**config.mk**
```make
export PLATFORM = sky130hd
export DESIGN_NAME = serial_nibble_rx
export DESIGN_NICKNAME = d
export VERILOG_FILES = /design/src/rtl/serial_rx_pkg.sv /design/src/rtl/sync_2ff.sv /design/src/rtl/serial_nibble_rx.sv
export SDC_FILE = /design/constraint.sdc
export NUM_CORES = 1
export LEC_CHECK = 0
export BUFFER_PORTS_ARGS = -buffer_cell sky130_fd_sc_hd__buf_2
export CORE_AREA = 2 2 46 48
export CTS_BUF_LIST = sky130_fd_sc_hd__clkbuf_4
export DETAILED_ROUTE_END_ITERATION = 12
export DIE_AREA = 0 0 48 50
export PLACE_DENSITY = 0.83
export SYNTH_ARGS = -nofsm -noshare
export SYNTH_HDL_FRONTEND = slang
export SYNTH_SLANG_ARGS = --single-unit
export TNS_END_PERCENT = 50
```
**constraint.sdc**
```tcl
create_clock -name clk -period 1.8 [get_ports clk]
set_clock_uncertainty 0.05 [all_clocks]
set_input_delay 0.27 -clock clk [delete_from_list [all_inputs] [get_ports clk]]
set_output_delay 0.27 -clock clk [all_outputs]
set_load 0.005 [all_outputs]
```
**src/rtl/serial_rx_pkg.sv**
```systemverilog
// Shared types and constants for the serial nibble receiver.
package serial_rx_pkg;

    localparam int unsigned NIBBLE_W = 4;

    typedef enum logic [2:0] {
        StIdle,
        StStart,
        StData,
        StParity,
        StStop,
        StBreak
    } rx_state_t;

endpackage

```
**src/rtl/sync_2ff.sv**
```systemverilog
// Two-flop synchronizer for a single asynchronous bit; resets to 1 (line idle).
module sync_2ff (
    input  logic clk,
    input  logic reset,
    input  logic d,
    output logic q
);

    logic meta;

    always_ff @(posedge clk or negedge reset) begin
        if (!reset) begin
            meta <= 1'b1;
            q    <= 1'b1;
        end else begin
            meta <= d;
            q    <= meta;
        end
    end

endmodule

```
**src/rtl/serial_nibble_rx.sv**
```systemverilog
// Serial receiver for start + 4 data bits (LSB first) + optional even parity + stop frames.
module serial_nibble_rx
    import serial_rx_pkg::*;
#(
    parameter int unsigned CLKS_PER_BIT = 4,
    parameter bit          PARITY_EN    = 1'b1
) (
    input  logic                clk,
    input  logic                reset,
    input  logic                rx,
    output logic [NIBBLE_W-1:0] data,
    output logic                valid,
    output logic                parity_err,
    output logic                frame_err,
    output logic                busy
);

    localparam int unsigned CntW = $clog2(CLKS_PER_BIT);
    localparam logic [CntW-1:0] HalfLoad = CntW'(CLKS_PER_BIT / 2 - 1);
    localparam logic [CntW-1:0] FullLoad = CntW'(CLKS_PER_BIT - 1);

    logic rx_s;

    rx_state_t           state_q, state_d;
    logic [CntW-1:0]     cnt_q, cnt_d;
    logic [1:0]          bit_q, bit_d;
    logic [NIBBLE_W-1:0] shift_q, shift_d;
    logic [NIBBLE_W-1:0] data_q, data_d;
    logic                perr_q, perr_d;
    logic                valid_q, valid_d;
    logic                perr_stb_q, perr_stb_d;
    logic                ferr_q, ferr_d;
    logic                sample;

    sync_2ff u_sync (
        .clk   (clk),
        .reset (reset),
        .d     (rx),
        .q     (rx_s)
    );

    assign sample = (cnt_q == '0);

    always_comb begin
        state_d    = state_q;
        cnt_d      = cnt_q;
        bit_d      = bit_q;
        shift_d    = shift_q;
        data_d     = data_q;
        perr_d     = perr_q;
        valid_d    = 1'b0;
        perr_stb_d = 1'b0;
        ferr_d     = 1'b0;

        unique case (state_q)
            StIdle: begin
                if (!rx_s) begin
                    state_d = StStart;
                    cnt_d   = HalfLoad;
                end
            end
            StStart: begin
                if (!sample) begin
                    cnt_d = cnt_q - CntW'(1);
                end else if (rx_s) begin
                    state_d = StIdle;
                end else begin
                    state_d = StData;
                    cnt_d   = FullLoad;
                    bit_d   = 2'd0;
                    perr_d  = 1'b0;
                end
            end
            StData: begin
                if (!sample) begin
                    cnt_d = cnt_q - CntW'(1);
                end else begin
                    // Shift in from the top so bit 0 ends up at shift_q[0].
                    shift_d = {rx_s, shift_q[NIBBLE_W-1:1]};
                    cnt_d   = FullLoad;
                    bit_d   = bit_q + 2'd1;
                    if (bit_q == 2'd3) begin
                        state_d = PARITY_EN ? StParity : StStop;
                    end
                end
            end
            StParity: begin
                if (!sample) begin
                    cnt_d = cnt_q - CntW'(1);
                end else begin
                    perr_d  = (^shift_q) ^ rx_s;
                    state_d = StStop;
                    cnt_d   = FullLoad;
                end
            end
            StStop: begin
                if (!sample) begin
                    cnt_d = cnt_q - CntW'(1);
                end else if (!rx_s) begin
                    ferr_d  = 1'b1;
                    state_d = StBreak;
                end else if (perr_q) begin
                    perr_stb_d = 1'b1;
                    state_d    = StIdle;
                end else begin
                    valid_d = 1'b1;
                    data_d  = shift_q;
                    state_d = StIdle;
                end
            end
            StBreak: begin
                if (rx_s) begin
                    state_d = StIdle;
                end
            end
            default: state_d = StIdle;
        endcase
    end

    always_ff @(posedge clk or negedge reset) begin
        if (!reset) begin
            state_q    <= StIdle;
            cnt_q      <= '0;
            bit_q      <= '0;
            shift_q    <= '0;
            data_q     <= '0;
            perr_q     <= 1'b0;
            valid_q    <= 1'b0;
            perr_stb_q <= 1'b0;
            ferr_q     <= 1'b0;
        end else begin
            state_q    <= state_d;
            cnt_q      <= cnt_d;
            bit_q      <= bit_d;
            shift_q    <= shift_d;
            data_q     <= data_d;
            perr_q     <= perr_d;
            valid_q    <= valid_d;
            perr_stb_q <= perr_stb_d;
            ferr_q     <= ferr_d;
        end
    end

    assign data       = data_q;
    assign valid      = valid_q;
    assign parity_err = perr_stb_q;
    assign frame_err  = ferr_q;
    assign busy       = (state_q != StIdle);

endmodule

```
==> impl_metrics.sql <==
INSERT INTO impl_metrics (metric_group, metric, value, unit) VALUES
('cts', 'clk_pin_slew', '0.10', 'ns'),
('critical_path', 'crit_path_max_fanout', '14', ''),
('power', 'pwr_density_cell', '1430', 'nW/um^2'),
('place', 'routabilityCongestion', '0.815', ''),
('critical_path', 'path_class', 'flop to output pin', ''),
('cts', 'clock_tree.htree_level_count', '1', ''),
('timing', 'final_min_period_over_clock_period', '95.3', '%'),
('power', 'switching_power', '0.637', 'mW'),
('die', 'floorplan_die_height', '50', 'um'),
('yosys', 'netlist.area_leader.share', '44.5', '%'),
('layout', 'layout_common_cells', 'sky130_fd_sc_hd__dfrtp_1, sky130_fd_sc_hd__buf_2, sky130_fd_sc_hd__nor2_1, sky130_fd_sc_hd__buf_4', ''),
('cts', 'numCtsBuffers', '3', ''),
('status', 'run_status', 'complete, no violations', ''),
('critical_path', 'setup.worst_path.end_class', 'output pin', ''),
('yosys', 'yosys_cell_types', '35', ''),
('yosys', 'synthFlopType', 'sky130_fd_sc_hd__dfrtp_1', ''),
('yosys', 'yosysWarnings', '0', ''),
('detailed_routing', 'route.detailed.drc', '0', ''),
('timing', 'timing.max_slew.rel_slack', '70.2', '%'),
('yosys', 'synth_largest_area_cell', 'sky130_fd_sc_hd__dfrtp_1', ''),
('layout', 'finish.instance_area', '1200', 'um^2'),
('power', 'power.ir.vdd_worst', '0.825', 'mV'),
('yosys', 'synth_seq_cells', '21', ''),
('yosys', 'synthTopCellsByArea', 'sky130_fd_sc_hd__dfrtp_1, sky130_fd_sc_hd__mux2_4, sky130_fd_sc_hd__dfstp_2', ''),
('timing', 'setup-tns-final', '0', 'ns'),
('grt', 'grt_max_degree', '22', ''),
('cts', 'clock_insertion_delay_worst_skew', '0.30', 'ns'),
('layout', 'area_growth', '12.5', '%'),
('yosys', 'proportion_of_synthesized_flip_flops_having_asynchronous_set_or_reset', '100', '%'),
('die', 'placement_rows', '16', ''),
('detailed_routing', 'iter_0_drt_violations', '14', ''),
('timing', 'slew_at_the_pin_closest_to_its_max_slew_limit', '0.447', 'ns'),
('power', 'power.switching_fraction', '37.0', '%'),
('critical_path', 'critical_path.n_buffers_inverters', '1', ''),
('grt', 'grt_remaining_overflow', '0', ''),
('timing', 'grt_setup_unrepaired', 'false', ''),
('die', 'design.die.area', '2400', 'um^2'),
('place', 'io_buffers', '10', ''),
('timing', 'setup_viol', '0', ''),
('critical_path', 'worst_setup_path_start_kind', 'flop', ''),
('die', 'core-area', '1900', 'um^2'),
('cts', 'tritoncts', 'done', ''),
('critical_path', 'critPathMaxStageDelay', '0.54', 'ns'),
('detailed_routing', 'dr.pass1.iters', '4', ''),
('cts', 'clock_tree.buffer_depth', '2', ''),
('detailed_routing', 'antenna_violating_nets_left', '0', ''),
('power', 'sequential_share_of_power', '42.3', '%'),
('power', 'combPwrFrac', '44.1', '%'),
('timing', 'holdWs', '0.312', 'ns'),
('yosys', 'synth.cell_area', '1070', 'um^2'),
('power', 'power.static_leakage', '0.608', 'nW'),
('hold_path', 'hold_path.class', 'flop to flop', ''),
('power', 'internal_power', '1.08', 'mW'),
('power', 'p_clk_share', '13.6', '%'),
('die', 'die_outline_width', '48', 'um'),
('critical_path', 'critical_path_cell_list', 'or3_1 > buf_2', ''),
('critical_path', 'arrival', '1.40', 'ns'),
('detailed_routing', 'wl', '1770', 'um'),
('cts', 'cts.sink_count', '21', ''),
('layout', 'post-route-util', '63.2', '%'),
('layout', 'mostFrequentLayoutCell', 'sky130_fd_sc_hd__dfrtp_1', ''),
('place', 'detailed_place_hpwl', '1330', 'um'),
('critical_path', 'worst-endpoint-required', '1.48', 'ns'),
('critical_path', 'crit_family', 'flip-flops', ''),
('grt', 'antenna_violations_before_repair', '0', ''),
('die', 'ioPinCount', '11', ''),
('cts', 'cts_root_buf', 'sky130_fd_sc_hd__clkbuf_4', ''),
('place', 'dp_cells', '134', ''),
('layout', 'fin_cells', '140', ''),
('place', 'post_dp_cell_area', '1150', 'um^2'),
('timing', 'final_hold_viol_count', '0', '');
-- path summary, 6_finish.rpt --
kind                       slack, ns        start  depth (start not counted)           to
min in group asynchronous       0.38        reset                          2     cnt_q[0]
setup / recovery                0.08   state_q[0]                          2         busy
max in group asynchronous       0.97        reset                          2  u_sync.meta
hold / removal                  0.31  u_sync.meta                          0     u_sync.q
setup reg to reg                0.12     cnt_q[1]                          5   shift_q[2]
hold reg to reg                 0.31  u_sync.meta                          0     u_sync.q
-- power groups by stage --
stage	Combinational, mW	Sequential [mW]	Clock (mW)
floorplan	0.648	0.670	0
global placement	0.718	0.724	0
detailed placement	0.759	0.737	0
CTS	0.767	0.726	0.242
global route	0.851	0.747	0.266
finish	0.758	0.728	0.234
-- routing by layer --
layer	share of wire [%]	global-route usage, %	vias to the layer above
met4	0	1.35	0
met3	4.0	6.59	0
li1	-	-	368
met2	50	28.9	17
met1	46	23.8	366
met5	0	0	-
-- through the flow --
| step | setup WS [ns] | power [mW] |
|---|---|---|
| floorplan | 0.174 | 1.32 |
| global placement | 0.145 | 1.44 |
| detailed placement | 0.185 | 1.50 |
| CTS | 0.0474 | 1.73 |
| global route | 0.00505 | 1.86 |
| finish | 0.0838 | 1.72 |
-- logic make-up after synthesis --
logic type	Yosys count	share of synthesized area (%)
simple gates	27	14.2
buf+inv	15	7.50
mux	11	12.7
flops	21	49.5
xor+xnor	5	4.10
fa+ha+maj	2	2.34
compound gates	17	9.73
-- final cells by class --
class,instances,area [um^2]
multi-input cells,62,459
clock buffers,4,30.0
flip-flops and latches,21,529
well taps,27,33.8
repair buffers,19,123
inverters,7,26.3
fillers,151,701
-- sequential cells by signal (all words and copies together), names as in the netlist --
name and count:
data 4, shift_q 4, state_q 3, bit_q 2, cnt_q 2, frame_err 1
parity_err 1, perr_q 1, u_sync.meta 1, u_sync.q 1, valid 1
-- timing repair --
action	CTS	global route
buffers inserted	0	0
hold endpoints to repair	20	0
gates resized for setup	0	1
endpoints found under the setup margin	0	1
hold buffers	2	0
-- synth_stat cells (2+ instances only) --
library cell / number
sky130_fd_sc_hd__nand3_1: 4
sky130_fd_sc_hd__inv_1: 6
sky130_fd_sc_hd__mux2_4: 4
sky130_fd_sc_hd__o21ai_0: 6
sky130_fd_sc_hd__nor3_1: 4
sky130_fd_sc_hd__nor2_1: 7
sky130_fd_sc_hd__mux2_2: 4
sky130_fd_sc_hd__xnor2_1: 4
sky130_fd_sc_hd__and2b_1: 2
sky130_fd_sc_hd__dfstp_2: 2
sky130_fd_sc_hd__mux2i_1: 3
sky130_fd_sc_hd__dfrtp_1: 19
sky130_fd_sc_hd__a21oi_1: 4
sky130_fd_sc_hd__buf_4: 3
sky130_fd_sc_hd__ha_1: 2
sky130_fd_sc_hd__nand2_1: 2
sky130_fd_sc_hd__buf_2: 4
Power figures use the tool's default switching activity.
